**config.mk**
```make
export PLATFORM = sky130hd
export DESIGN_NAME = lms_spi_responder
export DESIGN_NICKNAME = d
export VERILOG_FILES = /design/src/rtl/lms_spi_responder.sv
export SDC_FILE = /design/constraint.sdc
export NUM_CORES = 2
export LEC_CHECK = 0
export CAP_MARGIN = 5
export CELL_PAD_IN_SITES_DETAIL_PLACEMENT = 2
export CELL_PAD_IN_SITES_GLOBAL_PLACEMENT = 2
export CORE_MARGIN = 4
export CORE_UTILIZATION = 45
export CTS_CLUSTER_SIZE = 20
export DETAILED_ROUTE_END_ITERATION = 7
export PLACE_DENSITY_LB_ADDON = 0.2
export SLEW_MARGIN = 0
export SYNTH_ARGS = -nofsm -noshare
export SYNTH_HDL_FRONTEND = slang
export SYNTH_SLANG_ARGS = --single-unit
```
**constraint.sdc**
```tcl
create_clock -name clk -period 7.2 [get_ports clk]
set_input_delay 0.72 -clock clk [delete_from_list [all_inputs] [get_ports clk]]
set_output_delay 0.72 -clock clk [all_outputs]
set_load 0.01 [all_outputs]
```
**src/rtl/lms_spi_responder.sv**
```systemverilog
// LMS6002D-style SPI register responder (128 x 8 regs); optional abort counter via LMS_SPI_ERR_CNT_EN.
// Latency: 3 clk from SPI pin edge to register commit / miso update.
// Backpressure: none; sclk half-periods must be at least MIN_HALF clk cycles.
module lms_spi_responder #(
    parameter logic [7:0]  CHIP_ID  = 8'h22,
    parameter int unsigned MIN_HALF = 4
) (
    input  logic       clk,
    input  logic       rst_n,
    input  logic       sen,
    input  logic       sclk,
    input  logic       mosi,
    output logic       miso,
    output logic       miso_oe,
    input  logic [6:0] loc_addr,
    output logic [7:0] loc_rdata,
    input  logic       loc_we,
    input  logic [7:0] loc_wdata,
`ifdef LMS_SPI_ERR_CNT_EN
    input  logic       err_clr,
    output logic [7:0] err_cnt,
`endif
    output logic       wr_stb,
    output logic [6:0] wr_addr,
    output logic [7:0] wr_data
);

    localparam logic [6:0] ID_ADDR = 7'h04;

    typedef enum logic [2:0] {IDLE, CMD, WDATA, RDATA, DONE} state_t;

    state_t      state_q, state_d;
    logic [2:0]  sen_sr, sclk_sr, mosi_sr;
    logic        sen_rise, sen_fall, sclk_rise, sclk_fall, mosi_bit;
    logic [4:0]  bit_cnt;
    logic [6:0]  shift_q;
    logic [7:0]  byte_now;
    logic [6:0]  addr_q;
    logic [7:0]  shadow_q;
    logic [7:0]  dec_rdata;
    logic        in_frame, last_rise, decode, commit, abort;
    logic [7:0]  regs [128];

    assign sen_rise  =  sen_sr[1]  & ~sen_sr[2];
    assign sen_fall  = ~sen_sr[1]  &  sen_sr[2];
    assign sclk_rise =  sclk_sr[1] & ~sclk_sr[2];
    assign sclk_fall = ~sclk_sr[1] &  sclk_sr[2];
    // With long enough half-periods the one-cycle-older mosi sample is safely settled.
    assign mosi_bit  = (MIN_HALF > 1) ? mosi_sr[2] : mosi_sr[1];

    assign byte_now  = {shift_q, mosi_bit};
    assign in_frame  = (state_q == CMD) || (state_q == WDATA) || (state_q == RDATA);
    assign last_rise = sclk_rise && (bit_cnt == 5'd15);
    assign decode    = (state_q == CMD) && sclk_rise && (bit_cnt == 5'd7) && !sen_rise;
    assign commit    = (state_q == WDATA) && last_rise && !sen_rise;
    assign abort     = sen_rise && in_frame;

    assign loc_rdata = (loc_addr == ID_ADDR) ? CHIP_ID : regs[loc_addr];
    assign dec_rdata = (byte_now[6:0] == ID_ADDR) ? CHIP_ID : regs[byte_now[6:0]];

    always_comb begin
        state_d = state_q;
        if (sen_rise) begin
            state_d = IDLE;
        end else begin
            case (state_q)
                IDLE:    if (sen_fall) state_d = CMD;
                CMD:     if (decode) state_d = byte_now[7] ? WDATA : RDATA;
                WDATA,
                RDATA:   if (last_rise) state_d = DONE;
                DONE:    state_d = DONE;
                default: state_d = IDLE;
            endcase
        end
    end

    always_ff @(posedge clk or negedge rst_n) begin
        if (!rst_n) begin
            state_q <= IDLE;
            sen_sr  <= 3'b111;
            sclk_sr <= 3'b000;
            mosi_sr <= 3'b000;
        end else begin
            state_q <= state_d;
            sen_sr  <= {sen_sr[1:0], sen};
            sclk_sr <= {sclk_sr[1:0], sclk};
            mosi_sr <= {mosi_sr[1:0], mosi};
        end
    end

    always_ff @(posedge clk or negedge rst_n) begin
        if (!rst_n) begin
            bit_cnt  <= '0;
            shift_q  <= '0;
            addr_q   <= '0;
            shadow_q <= '0;
            miso     <= 1'b0;
            miso_oe  <= 1'b0;
            wr_stb   <= 1'b0;
            wr_addr  <= '0;
            wr_data  <= '0;
        end else begin
            wr_stb <= commit;
            if (state_q == IDLE && sen_fall) begin
                bit_cnt <= '0;
            end else if (in_frame && sclk_rise) begin
                bit_cnt <= bit_cnt + 5'd1;
            end
            if (sclk_rise && (state_q == CMD || state_q == WDATA)) begin
                shift_q <= byte_now[6:0];
            end
            if (decode) begin
                addr_q   <= byte_now[6:0];
                shadow_q <= dec_rdata;
            end
            if (sen_rise) begin
                miso    <= 1'b0;
                miso_oe <= 1'b0;
            end else if (state_q == RDATA && sclk_fall) begin
                miso_oe  <= 1'b1;
                miso     <= shadow_q[7];
                shadow_q <= {shadow_q[6:0], 1'b0};
            end
            if (commit) begin
                wr_addr <= addr_q;
                wr_data <= byte_now;
            end
        end
    end

    // SPI write is assigned last so it wins a same-address collision with the local port.
    always_ff @(posedge clk or negedge rst_n) begin
        if (!rst_n) begin
            for (int i = 0; i < 128; i++) regs[i] <= '0;
        end else begin
            if (loc_we && loc_addr != ID_ADDR) regs[loc_addr] <= loc_wdata;
            if (commit && addr_q != ID_ADDR) regs[addr_q] <= byte_now;
        end
    end

`ifdef LMS_SPI_ERR_CNT_EN
    always_ff @(posedge clk or negedge rst_n) begin
        if (!rst_n) begin
            err_cnt <= '0;
        end else if (err_clr) begin
            err_cnt <= '0;
        end else if (abort && err_cnt != 8'hFF) begin
            err_cnt <= err_cnt + 8'd1;
        end
    end
`else
    logic unused_abort;
    assign unused_abort = abort;
`endif

endmodule

```
==> out/qor.txt <==
vias in the first global route -> 66970
CTS sink cnt -> 1081
sequential share of power -> 38.1%
Ports -> 47
CTS max path bufs -> 3
status -> complete, no violations
worst flop-to-flop path endpoint -> regs[914]$_DFF_PN0_
post-synthesis async set-or-reset flop share -> 100.0%
max_cap viols -> 0
core footprint -> 144200 um2
Worst R2R Path Depth -> 12
antenna viol nets, final -> 0
multiplexer area fraction after synthesis -> 27.22%
crit path launch type -> input port
gr usage total -> 44.71%
initial antenna violation count -> 26
Cell variety after synth -> 78
clock network power share -> 35.7%
dominant synthesized flop cell -> dfrtp_1
largest net degree at the start of global routing -> 144
Seq/Total Area, Yosys -> 41.27%
Final Max Slew Viols -> 0
CTS tree -> built
Setup TNS -> 0 ns
Clock Latency Late Sink -> 0.82 ns
Vias -> 64070
TritonCTS buffer count -> 134
vias per cell -> 7.540
Final Wtd Congestion -> 0.9856
Max-slew headroom -> 3.269%
CTS root buf -> clkbuf_16
CP arrival -> 5.72 ns
critical path class -> in2out
Final Hold Fails -> 0
Fillers -> 14740
Mapped Cells -> 6771
Netlist Area Pre-Place -> 65560 um2
die height -> 389.7 um
clk slew on worst S/H paths -> 0.06 ns
nets -> 6500
Sw Share -> 38.72%
setup repair bufs after CTS -> 0
post-DP HPWL -> 221900 um
Initial DRC Count -> 8494
Avg Cell Area, Syn -> 9.683 um2
Horiz. Die Dim -> 389.7 um
syn nets -> 6796
share of cells above drive strength 1 -> 11.42%
Resize count post-CTS -> 0
critical-path maximum fanout -> 46
period utilization -> 89.41%
P per Cell Area -> 272.4 nW/um2
fmax -> 0.1553 GHz
Crit. Startpoint -> loc_addr[2]
Detailed Routing Iterations Pass 1 -> 8
total gr overflow -> 0
minimum clock period -> 6.438 ns
maximum vdd ir drop -> 0.0002229 V
Slew @ Worst Pin -> 1.439 ns
Layout area overhead -> 9.819%
Worst Path Required -> 6.48 ns
combinational share of power -> 26.2%
Port-buffer cells -> 46
Int Power -> 12020 uW
Syn. warnings -> 0
largest family of logic cells by synthesized area -> multiplexers
H-tree depth -> 4
final wirelength -> 346200 um
post-synthesis adder-cell area fraction -> 0.07634%
Initial Utilization -> 45.47%
worst min path class -> in2async
xor and xnor area share after synthesis -> 0.04008%
Lkg Pwr -> 0.02925 uW
Switch Pwr -> 7592 uW
wire length per cell -> 40.75 um
CP Capture Type -> primary output
hold buffer count at CTS -> 0
hold slack -> 0.005107 ns
flop-to-flop setup slack -> 1.81 ns
first-pass GRT wire length -> 497300 um
compound-cell area share of the yosys netlist -> 16.54%
die area -> 151900 um2
Worst Skew -> 0.03963 ns
Site Rows -> 139
RSZ-0062 raised after global routing -> no
Final setup viols -> 0
FF-to-FF Start -> bit_cnt[0]$_DFFE_PN0P_
end of the critical path -> loc_rdata[7]
Post-Synth Simple-Gate Area -> 10.94%
Post-synth EDFFs -> 0
Yosys reg bits -> 1081
# DRC -> 0
-- stage by stage --
stage	total power, uW	cells	area [um2]	worst slack (ns)	util (%)
2_1_floorplan	9788	6771	65560	3.448	-
3_3_place_gp	12090	8238	67550	1.338	46.85
3_5_place_dp	12270	8238	67550	1.347	46.85
4_1_cts	19240	8473	71910	1.251	49.88
5_1_grt	19920	8478	71950	1.016	49.91
6_report	19610	8497	72000	0.7624	49.94
-- metal layers --
| layer | vias to the layer above | share of wire, % | wire length (um) | GRT usage [%] |
|---|---|---|---|---|
| met5 | - | 0.039 | 135 | 0.03190 |
| met1 | 33240 | 37 | 126900 | 55.60 |
| met2 | 5026 | 43 | 148600 | 66.09 |
| met3 | 1573 | 12 | 42850 | 14.91 |
| li1 | 24210 | - | - | - |
| met4 | 18 | 8.0 | 27820 | 30.11 |
-- power by group through the flow --
stage          Clock, uW  Sequential, uW  Combinational, uW
5_1_grt             7290            7460               5180
2_1_floorplan          0            6940               2850
3_3_place_gp           0            7440               4650
4_1_cts             7010            7390               4850
6_report            7010            7470               5130
3_5_place_dp           0            7480               4790
-- critical path, stage by stage --
cell and delay [ns]:
buf_4 0.72, and3_4 1.07, a22oi_1 0.22, nand4_1 0.34, nor2_1 0.08, a211oi_1 0.48, o21ai_0 0.54, a41oi_1 0.72
clkdlybuf4s50_1 0.67
-- how the worst min path moves through the flow --
stage,from,to,slack [ns],cells past startpoint
2_1_floorplan,mosi_sr[0]$_DFF_PN0_,mosi_sr[1]$_DFF_PN0_,0.33,0
3_3_place_gp,sclk_sr[0]$_DFF_PN0_,sclk_sr[1]$_DFF_PN0_,0.33,0
3_5_place_dp,mosi_sr[1]$_DFF_PN0_,mosi_sr[2]$_DFF_PN0_,0.34,0
4_1_cts,rst_n,regs[1004]$_DFF_PN0_,0.02,1
5_1_grt,rst_n,bit_cnt[4]$_DFFE_PN0P_,0.04,1
6_report,rst_n,bit_cnt[4]$_DFFE_PN0P_,0.005,1
-- Yosys cell counts (8+ instances only) --
| master | count | area, um2 |
|---|---|---|
| a22o_1 | 71 | 621.9 |
| dfrtp_1 | 1078 | 26980 |
| nand4_1 | 32 | 200.2 |
| o21ai_1 | 13 | 65.06 |
| and3_1 | 12 | 75.07 |
| o221ai_1 | 8 | 70.07 |
| a22oi_1 | 246 | 1847 |
| nor4_1 | 15 | 93.84 |
| o21ai_0 | 224 | 1121 |
| nor3_1 | 28 | 140.1 |
| a221o_1 | 14 | 140.1 |
| o211ai_1 | 32 | 240.2 |
| clkbuf_1 | 490 | 1839 |
| a31oi_1 | 52 | 325.3 |
| mux4_2 | 238 | 5360 |
| a221oi_1 | 113 | 989.7 |
| nand2_1 | 537 | 2016 |
| a21oi_1 | 919 | 4599 |
| inv_1 | 10 | 37.54 |
| buf_1 | 82 | 307.8 |
| nor2b_1 | 23 | 143.9 |
| mux2i_1 | 1181 | 11820 |
| and2_1 | 9 | 56.30 |
| buf_2 | 62 | 310.3 |
| a211oi_1 | 24 | 180.2 |
| nor2_1 | 997 | 3742 |
| mux2_2 | 59 | 664.4 |
| nand3b_1 | 8 | 60.06 |
| nand3_1 | 50 | 250.2 |
-- flip-flops by register name, summed over array words and instances, names as in the netlist, 5 cells and up --
| register | count |
|---|---|
| shift_q | 7 |
| wr_addr | 7 |
| regs | 1024 |
| wr_data | 8 |
| bit_cnt | 5 |
| shadow_q | 8 |
| addr_q | 7 |
-- cells by family (layout without fill, tap and decap cells) --
| family | count (synthesis) | after routing |
|---|---|---|
| compound gates | 1791 | 1791 |
| simple gates | 1759 | 1759 |
| mux | 1478 | 1478 |
| flops | 1081 | 1081 |
| buf+inv | 655 | 458 |
| fa+ha+maj | 4 | 4 |
| xor+xnor | 3 | 3 |
| other cells | 0 | 20 |
-- layout make-up --
type | instances | area (um2) | area share (%)
clock inverter | 43 | 430.4 | 0.5978
multi-input combinational | 5035 | 36120 | 50.17
clock buffer | 192 | 3930 | 5.458
inverter | 13 | 48.80 | 0.06777
timing repair buffer | 210 | 1956 | 2.716
antenna | 20 | 50.05 | 0.06951
tap | 1903 | 2381 | 3.307
sequential | 1081 | 27080 | 37.62
-- cell usage in the layout, fill, tap and decap left out, drive strengths merged, types with 7 or more instances in the layout --
cell type,instances
a211oi,24
mux2,59
a22oi,246
clkinv,33
a221oi,113
a2111oi,7
and2,9
nor2,1000
a22o,71
nand4,32
a31oi,52
nand3b,8
nand3,50
o221ai,8
inv,15
dfrtp,1078
nor2b,25
mux4,238
nor3,29
a41oi,7
nand2b,7
and3,12
clkbuf,192
nand2,537
buf,179
o2111ai,7
o21ai,237
a221o,14
nor4,17
o211ai,32
mux2i,1181
clkdlybuf4s50,31
a21oi,919
diode,20
a222oi,7
(Power assumes the default switching activity.)
